`config.mk`:
```
export PLATFORM = sky130hd
export DESIGN_NAME = host_cmd_tx
export DESIGN_NICKNAME = d
export VERILOG_FILES = /design/src/rtl/host_cmd_tx_pkg.sv /design/src/rtl/host_cmd_tx_ser.sv /design/src/rtl/host_cmd_tx.sv
export SDC_FILE = /design/constraint.sdc
export NUM_CORES = 1
export LEC_CHECK = 0
export ABC_AREA = 1
export BUFFER_PORTS_ARGS = -buffer_cell sky130_fd_sc_hd__buf_2
export CAP_MARGIN = 20
export CORE_ASPECT_RATIO = 1.25
export CORE_MARGIN = 4
export CORE_UTILIZATION = 40
export CTS_BUF_LIST = sky130_fd_sc_hd__clkbuf_4
export DETAILED_ROUTE_END_ITERATION = 7
export HOLD_SLACK_MARGIN = 0.03
export SYNTH_ARGS = -nofsm -noshare
export SYNTH_HDL_FRONTEND = slang
export SYNTH_SLANG_ARGS = --single-unit
```
`constraint.sdc`:
```
create_clock -name CLK -period 3.7 [get_ports CLK]
set_clock_uncertainty 0.05 [all_clocks]
set_input_delay 0 -clock CLK [delete_from_list [all_inputs] [get_ports CLK]]
set_output_delay 0 -clock CLK [all_outputs]
set_load 0.01 [all_outputs]
```
`src/rtl/host_cmd_tx_pkg.sv`:
```
// Shared definitions for the host command transmitter: opcodes, command
// encodings, serializer FSM states and per-command byte counts.
package host_cmd_tx_pkg;

    localparam logic [7:0] OPC_RF_WR   = 8'hAA;
    localparam logic [7:0] OPC_RF_RD   = 8'hBB;
    localparam logic [7:0] OPC_ALU_OP  = 8'hCC;
    localparam logic [7:0] OPC_ALU_NOP = 8'hDD;

    typedef enum logic [1:0] {
        CMD_RF_WR   = 2'd0,
        CMD_RF_RD   = 2'd1,
        CMD_ALU_OP  = 2'd2,
        CMD_ALU_NOP = 2'd3
    } cmd_type_e;

    typedef enum logic [2:0] {
        ST_IDLE,
        ST_START,
        ST_DATA,
        ST_PARITY,
        ST_STOP,
        ST_GAP
    } tx_state_e;

    // Bytes on the line per command type, indexed by cmd_type_e.
    localparam logic [2:0] CMD_BYTES [4] = '{3'd3, 3'd2, 3'd4, 3'd2};

    function automatic logic [1:0] last_byte_idx(input cmd_type_e t);
        return 2'(CMD_BYTES[t] - 3'd1);
    endfunction

endpackage

```
`src/rtl/host_cmd_tx_ser.sv`:
```
// uart_frame_ser: one byte -> start/data/[parity]/stop/gap frame, each bit
// PRESCALE clocks. Parity bit present only with HOST_CMD_TX_PAR_EN defined.
module uart_frame_ser
    import host_cmd_tx_pkg::*;
#(
    parameter int DATA_WIDTH = 8,
    parameter int PRESCALE   = 32,
    parameter int GAP_BITS   = 1,
    parameter int PAR_TYPE   = 0
) (
    input  logic                  clk_i,
    input  logic                  rst_ni,
    input  logic                  start_i,
    input  logic [DATA_WIDTH-1:0] byte_i,
    input  logic                  more_i,
    output logic                  tx_o,
    output logic                  idle_o,
    output logic                  frame_end_o
);

    localparam logic [7:0] PRE_LAST  = 8'(PRESCALE - 1);
    localparam logic [7:0] DATA_LAST = 8'(DATA_WIDTH - 1);
    localparam logic [7:0] GAP_LAST  = 8'(GAP_BITS - 1);
    localparam logic       PAR_ODD   = (PAR_TYPE != 0);

    tx_state_e             state_q, state_d;
    logic [7:0]            pre_q, pre_d;
    logic [7:0]            bit_q, bit_d;
    logic [DATA_WIDTH-1:0] shift_q, shift_d;
    logic                  par_q, par_d;
    logic                  tx_q, tx_d;
    logic                  tick;
    logic                  frame_end;

    assign tick = (pre_q == PRE_LAST);

    always_comb begin
        state_d   = state_q;
        pre_d     = tick ? 8'd0 : pre_q + 8'd1;
        bit_d     = bit_q;
        shift_d   = shift_q;
        par_d     = par_q;
        frame_end = 1'b0;
        tx_d      = 1'b1;
        case (state_q)
            ST_IDLE: begin
                pre_d = 8'd0;
                if (start_i) state_d = ST_START;
            end
            // Byte is sampled at the end of the start bit, so the sequencer
            // can advance its index on the same edge a frame finishes.
            ST_START: if (tick) begin
                shift_d = byte_i;
                par_d   = (^byte_i) ^ PAR_ODD;
                bit_d   = 8'd0;
                state_d = ST_DATA;
            end
            ST_DATA: if (tick) begin
                if (bit_q == DATA_LAST) begin
                    bit_d = 8'd0;
`ifdef HOST_CMD_TX_PAR_EN
                    state_d = ST_PARITY;
`else
                    state_d = ST_STOP;
`endif
                end else begin
                    bit_d   = bit_q + 8'd1;
                    shift_d = shift_q >> 1;
                end
            end
            ST_PARITY: if (tick) state_d = ST_STOP;
            ST_STOP: if (tick) begin
                if (GAP_BITS == 0) begin
                    frame_end = 1'b1;
                    state_d   = more_i ? ST_START : ST_IDLE;
                end else begin
                    state_d = ST_GAP;
                end
            end
            ST_GAP: if (tick) begin
                if (bit_q == GAP_LAST) begin
                    frame_end = 1'b1;
                    bit_d     = 8'd0;
                    state_d   = more_i ? ST_START : ST_IDLE;
                end else begin
                    bit_d = bit_q + 8'd1;
                end
            end
            default: state_d = ST_IDLE;
        endcase
        case (state_d)
            ST_START:  tx_d = 1'b0;
            ST_DATA:   tx_d = shift_d[0];
            ST_PARITY: tx_d = par_d;
            default:   tx_d = 1'b1;
        endcase
    end

    always_ff @(posedge clk_i or negedge rst_ni) begin
        if (!rst_ni) begin
            state_q <= ST_IDLE;
            pre_q   <= 8'd0;
            bit_q   <= 8'd0;
            shift_q <= '0;
            par_q   <= 1'b0;
            tx_q    <= 1'b1;
        end else begin
            state_q <= state_d;
            pre_q   <= pre_d;
            bit_q   <= bit_d;
            shift_q <= shift_d;
            par_q   <= par_d;
            tx_q    <= tx_d;
        end
    end

    assign tx_o        = tx_q;
    assign idle_o      = (state_q == ST_IDLE);
    assign frame_end_o = frame_end;

endmodule

```
`src/rtl/host_cmd_tx.sv`:
```
// Host command transmitter: captures a command, expands it into opcode and
// operand bytes and streams them as UART frames. Build macro: HOST_CMD_TX_PAR_EN.
module host_cmd_tx
    import host_cmd_tx_pkg::*;
#(
    parameter int DATA_WIDTH = 8,
    parameter int PRESCALE   = 32,
    parameter int GAP_BITS   = 1,
    parameter int PAR_TYPE   = 0
) (
    input  logic                  CLK,
    input  logic                  RST,
    input  logic                  cmd_valid,
    output logic                  cmd_ready,
    input  logic [1:0]            cmd_type,
    input  logic [DATA_WIDTH-1:0] cmd_addr,
    input  logic [DATA_WIDTH-1:0] cmd_data_a,
    input  logic [DATA_WIDTH-1:0] cmd_data_b,
    input  logic [3:0]            cmd_fun,
    output logic                  tx_out,
    output logic                  busy,
    output logic                  cmd_done
);

    logic                  ready_en_q;
    logic [1:0]            idx_q;
    logic [1:0]            last_q;
    logic [DATA_WIDTH-1:0] byte_q    [4];
    logic [DATA_WIDTH-1:0] load_byte [4];
    logic [DATA_WIDTH-1:0] fun_ext;
    logic                  accept;
    logic                  more;
    logic                  ser_idle;
    logic                  frame_end;

    assign fun_ext   = DATA_WIDTH'(cmd_fun);
    assign cmd_ready = ready_en_q & ser_idle;
    assign accept    = cmd_valid & cmd_ready;
    assign more      = (idx_q != last_q);
    assign busy      = ~ser_idle;
    assign cmd_done  = frame_end & ~more;

    always_comb begin
        for (int i = 0; i < 4; i++) load_byte[i] = '0;
        case (cmd_type_e'(cmd_type))
            CMD_RF_WR: begin
                load_byte[0] = DATA_WIDTH'(OPC_RF_WR);
                load_byte[1] = cmd_addr;
                load_byte[2] = cmd_data_a;
            end
            CMD_RF_RD: begin
                load_byte[0] = DATA_WIDTH'(OPC_RF_RD);
                load_byte[1] = cmd_addr;
            end
            CMD_ALU_OP: begin
                load_byte[0] = DATA_WIDTH'(OPC_ALU_OP);
                load_byte[1] = cmd_data_a;
                load_byte[2] = cmd_data_b;
                load_byte[3] = fun_ext;
            end
            CMD_ALU_NOP: begin
                load_byte[0] = DATA_WIDTH'(OPC_ALU_NOP);
                load_byte[1] = fun_ext;
            end
        endcase
    end

    // ready_en_q keeps cmd_ready low until the first edge out of reset.
    always_ff @(posedge CLK or negedge RST) begin
        if (!RST) begin
            ready_en_q <= 1'b0;
            idx_q      <= 2'd0;
            last_q     <= 2'd0;
            for (int i = 0; i < 4; i++) byte_q[i] <= '0;
        end else begin
            ready_en_q <= 1'b1;
            if (accept) begin
                idx_q  <= 2'd0;
                last_q <= last_byte_idx(cmd_type_e'(cmd_type));
                for (int i = 0; i < 4; i++) byte_q[i] <= load_byte[i];
            end else if (frame_end && more) begin
                idx_q <= idx_q + 2'd1;
            end
        end
    end

    uart_frame_ser #(
        .DATA_WIDTH (DATA_WIDTH),
        .PRESCALE   (PRESCALE),
        .GAP_BITS   (GAP_BITS),
        .PAR_TYPE   (PAR_TYPE)
    ) u_ser (
        .clk_i       (CLK),
        .rst_ni      (RST),
        .start_i     (accept),
        .byte_i      (byte_q[idx_q]),
        .more_i      (more),
        .tx_o        (tx_out),
        .idle_o      (ser_idle),
        .frame_end_o (frame_end)
    );

endmodule

```
==> results of run 1 <==
-- metrics by stage --
step / instance area, µm² / cells / power (W) / hold WS (ps)
final: 4180 / 646 / 0.00127 / 78.9
after global routing: 4180 / 646 / 0.00134 / 69.8
after CTS: 4180 / 646 / 0.00129 / 62.8
after detailed placement: 3640 / 589 / 0.000806 / 154
after global placement: 3640 / 589 / 0.000803 / 149
after floorplan: 3410 / 465 / 0.000754 / -346
-- area by class of cell --
type | count | area [µm²] | share of cell area
multi-input combinational | 327 | 1600 | 0.383
inverter | 69 | 267 | 0.0637
tap | 97 | 121 | 0.0290
sequential | 58 | 1450 | 0.347
clock buffer | 10 | 75.1 | 0.0179
timing repair buffer | 79 | 606 | 0.145
clock inverter | 6 | 57.6 | 0.0138
-- what timing repair did --
action | CTS | global route
buffers inserted | 0 | 0
hold endpoints to repair | 81 | 0
hold buffers | 41 | 0
-- worst register-to-register path: stages (launching register included) --
cell and delay [ps]:
dfrtp_1 390, inv_1 140, nand3_2 140, nor3b_2 340
buf_4 280, nand3_1 90, dlygate4sd3_1 570, o21ai_0 70
-- where the power goes --
group / leakage, nW / switching (W) / total [W] / internal, W
logic: 1.31 / 0.0000842 / 0.000159 / 0.0000751
clock network: 0.0675 / 0.000234 / 0.000442 / 0.000208
registers: 0.753 / 0.0000128 / 0.000669 / 0.000657
-- cells in the mapped netlist, drive strengths merged (2+ instances only) --
cell    instances
nor3b           3
nand3          34
inv            68
o211ai          5
dfrtp          57
clkbuf          4
buf             7
o21ai          30
nand2         171
nor3            7
ha              4
xor2            3
a22oi           3
a21oi          16
or2             2
xnor2           2
nor2           31
o31ai           8
-- path summary, 6_finish.rpt --
check,start,to,slack (ps),cells after the start
max,u_ser.state_q[2],byte_q[0],1560,7
min,cmd_valid,idx_q[1],80,3
max reg2reg,u_ser.state_q[2],byte_q[0],1560,7
min reg2reg,u_ser.pre_q[0],u_ser.pre_q[0],410,1
max in group asynchronous,RST,idx_q[0],2890,3
min in group asynchronous,RST,u_ser.bit_q[2],190,3
-- per-layer routing --
layer  GRT usage  vias up
met5           0        -
met3      0.0326       13
li1            -     1637
met2       0.306       53
met1       0.177     1409
met4      0.0797        0
-- registers in the layout (all words and copies together), names as in the netlist --
register	cells
u_ser.pre_q	8
u_ser.tx_o	1
last_q	2
u_ser.bit_q	8
ready_en_q	1
u_ser.shift_q	8
byte_q	24
idx_q	2
u_ser.par_q	1
u_ser.state_q	3
-- cell families after synthesis --
logic type | synth area share
and+or+nand+nor | 0.324
buffers and inverters | 0.103
AOI/OAI and AO/OA | 0.118
DFF | 0.426
xor gates and xnor gates | 0.0128
adders and majority gates | 0.0147
other | 0.00110
==> impl_metrics.tcl, run 1 <==
set metrics [dict create \
    path_cells "inv_1, nand3_2, nor3b_2, buf_4, nand3_1, dlygate4sd3_1, o21ai_0" \
    setup_violations 0 \
    final_common_cell "nand2_1" \
    cp-end-kind "register" \
    drt_iter0_drc 137 \
    grt_setup_unrepaired "no" \
    worstMarginPinSlew_ps 730 \
    synth_area_leader_cell "dfrtp_1" \
    fmax_ghz 0.467 \
    final.setup.tns_ps 0 \
    die_y_um 111 \
    wl_met3_um 229 \
    maxSlewHeadroom 0.513 \
    die_area_um2 10100 \
    drtPass1Iterations 4 \
    top_layer "met4" \
    final_core_util 0.505 \
    drt-met1-wl_um 3300 \
    netlist_area_um2 3410 \
    wl_met2_um 4050 \
    slowest_stage "dlygate4sd3_1" \
    grt_max_degree 59 \
    synth_top_area_share 0.418 \
    antenna_found_initial 0 \
    cp.required_ps 3970 \
    insertedDiodeCount 0 \
    h-tree-depth 3 \
    clk_latency_ps 400 \
    num_rows 37 \
    floorplan.io_pins 37 \
    syn_inst 465 \
    setup_ws_ps 1560 \
    grt_first_pass_wirelength_um 13700 \
    status "complete, no violations" \
    clockBufferDepth 2 \
    powerDensity_nw_per_um2 304 \
    die_x_um 90.6 \
    clk_pin_slew_ps 100 \
    start_util 0.411 \
    fillCellCount 796 \
    yosys_register_bits 58 \
    gp_congestion 0.784 \
    startpoint_type "register" \
    cts_tree "yes" \
    synth_edf_count 0 \
    crit_family "buffers and inverters" \
    grt_overflow_total 0 \
    wirelength_um 7770 \
    maxSlewViolCount 0 \
    clock_sinks 58 \
    cts_made_buffers 9 \
    cts_root_buf "clkbuf_4" \
    synthTopCellsByArea "dfrtp_1 (42%), nand2_1 (18%), inv_1 (6.7%), nand3_1 (4.6%), o21ai_0 (3.4%)" \
    period_minus_slack_ps 2140 \
    finalHoldViolations 0 \
    syn_to_final_growth_pct 22.7 \
    drive_gt1_frac 0.149 \
    async_flop_share 1.00 \
    wl_per_cell_um 12.0 \
    max_stage_delay_ps 570 \
    hpwlAfterDp_um 5440 \
    cts.repair.resized 0 \
    vias 3112 \
    layout_common_cells "nand2_1 (166), inv_1 (61), dfrtp_1 (57)" \
    min_path_type "in -> reg" \
    fin_crit_sh 0.578 \
    coreArea_um2 8290 \
    yosys_warnings 0 \
    ys_seq_area_frac 0.426 \
    grt_pass1_vias 3320 \
    finalNetCount 581 \
    p_leak_nw 2.13 \
    critical_path_buf_inv_count 3 \
    worstSetupPathType "reg -> reg" \
    vdd_ir_drop_max_mv 0.197 \
    worstPathArrival_ps 2410 \
    ant_nets 0 \
    avgSynthCellArea_um2 7.33 \
    cp_max_fo 17 \
    drv_cap 0 \
    drt_drc_violations_left 0 \
    synth_fp_nets 502 \
    vias_per_cell 4.82 \
    grtUsageTotal 0.165 \
    portBuffers 36 \
    ys.flop_type "dfrtp_1" \
    place_ws_ps 1740 \
    synth.distinct_cells 47 \
]
(Power assumes the default switching activity.)
==> inputs of run 2 (changes only) <==
==> constraint.sdc (replaced) <==
create_clock -name CLK -period 2.1 [get_ports CLK]
set_clock_uncertainty 0.05 [all_clocks]
set_input_delay 0 -clock CLK [delete_from_list [all_inputs] [get_ports CLK]]
set_output_delay 0 -clock CLK [all_outputs]
set_load 0.01 [all_outputs]
==> impl_metrics.tcl, run 2 (synthesis results as in run 1) <==
set metrics [dict create \
    status "complete, no violations" \
    drtPass1Iterations 5 \
    r2r_slack_ps 270 \
    dpl_cell_area_um2 3650 \
    final_core_util 0.500 \
    reg2reg_from "u_ser.pre_q[0]" \
    drv_cap 0 \
    path_cells "dlygate4sd3_1, buf_2, nor2_1, inv_1, o21ai_0, dlygate4sd3_1, inv_1, o31ai_1" \
    start_util 0.411 \
    layoutNonFillerInstCount 645 \
    grt_max_degree 59 \
    clk_latency_ps 390 \
    fmax_ghz 0.509 \
    max_stage_delay_ps 600 \
    gp_congestion 0.835 \
    die_x_um 90.6 \
    grt_overflow_total 0 \
    clk_pin_slew_ps 110 \
    antenna_found_initial 1 \
    wirelength_um 7890 \
    worstMarginPinSlew_ps 738 \
    cts_tree "yes" \
    powerDensity_nw_per_um2 508 \
    finalHoldViolations 0 \
    setup_violations 0 \
    min-delay-start "cmd_valid" \
    floorplan.io_pins 37 \
    h-tree-depth 3 \
    r2r_cells 8 \
    largest_reg_flops 24 \
    finalNetCount 580 \
    slowest_stage "dlygate4sd3_1" \
    grt_pass1_vias 3270 \
    cp.required_ps 2360 \
    critical_path_buf_inv_count 5 \
    top_register "byte_q" \
    num_rows 37 \
    grt_first_pass_wirelength_um 14000 \
    worstHoldEndpoint "u_ser.state_q[0]" \
    drt_drc_violations_left 0 \
    layout_common_cells "nand2_1 (166), inv_1 (61), dfrtp_1 (57)" \
    vias 3123 \
    cts_root_buf "clkbuf_4" \
    cp_max_fo 7 \
    cts_made_buffers 9 \
    grtUsageTotal 0.167 \
    ant_nets 0 \
    final.setup.tns_ps 0 \
    finalInstanceArea_um2 4140 \
    worstSetupPathType "in -> reg" \
    path_depth 8 \
    finalPower_w 0.00210 \
    vdd_ir_drop_max_mv 0.347 \
    clockBufferDepth 2 \
    crit_family "buffers and inverters" \
    clock_sinks 58 \
    dp_cells 591 \
    timing.rr.end "u_ser.shift_q[4]" \
    die_y_um 111 \
    vias_per_cell 4.84 \
    drive_gt1_frac 0.152 \
    wl_per_cell_um 12.2 \
    coreArea_um2 8290 \
    hpwlAfterDp_um 5540 \
    startpoint_type "primary input" \
    syn_to_final_growth_pct 21.4 \
    period_minus_slack_ps 1970 \
    p_leak_nw 2.13 \
    drt_iter0_drc 156 \
    maxSlewHeadroom 0.508 \
    min_path_cells 6 \
    final_common_cell "nand2_1" \
    die_area_um2 10100 \
    portBuffers 36 \
    min_path_type "in -> reg" \
    grt_setup_unrepaired "no" \
    fin_crit_sh 0.936 \
    maxSlewViolCount 0 \
    cp-end-kind "register" \
    worstPathArrival_ps 2220 \
]
## run 2: worst max-delay path by stage
stage                       end            from
2_1_floorplan  u_ser.shift_q[7]  u_ser.pre_q[0]
3_3_place_gp         u_ser.tx_o  u_ser.pre_q[0]
3_5_place_dp   u_ser.shift_q[4]  u_ser.pre_q[0]
4_1_cts                cmd_done  u_ser.pre_q[0]
5_1_grt              byte_q[14]     cmd_type[0]
6_report             byte_q[15]     cmd_type[0]
## run 2: layout make-up
class | count | area [µm²]
Sequential cell | 58 | 1450
Antenna cell | 1 | 2.50
Fill cell | 787 | 4150
Inverter | 69 | 267
Timing Repair Buffer | 78 | 591
Tap cell | 97 | 121
Clock buffer | 9 | 67.6
Multi-Input combinational cell | 327 | 1600
Clock inverter | 6 | 35.0
## run 2: metrics by stage
step | hold WS, ps | worst slack (ps)
floorplan | -346 | 523
global placement | 150 | 360
detailed placement | 150 | 300
CTS | 140 | 128
global route | 172 | 21.1
finish | 168 | 134
## run 2: worst register-to-register path: stages, from the launching register on
cell	delay, ps
dfrtp_1	380
ha_1	210
nand3_2	130
nor2_4	130
nand2_4	120
clkinv_4	120
o211ai_2	230
a21oi_1	210
a22oi_1	90
## run 2: routing by layer
| layer | track usage | up-vias | share of wire |
|---|---|---|---|
| met5 | 0 | - | 0 |
| met4 | 0.0633 | 0 | 0.019 |
| met3 | 0.0326 | 12 | 0.033 |
| met2 | 0.308 | 63 | 0.52 |
| met1 | 0.188 | 1422 | 0.43 |
| li1 | - | 1626 | - |
## run 2: report_power, final
| part | internal [W] | switching (W) |
|---|---|---|
| combinational | 0.000135 | 0.000150 |
| sequential | 0.00116 | 0.0000238 |
| clock | 0.000226 | 0.000411 |
## run 2: repair_timing
item                      CTS  global route
hold endpoints to repair   81             0
resized for setup           0             0
setup buffers               0             0
hold buffers               38             0
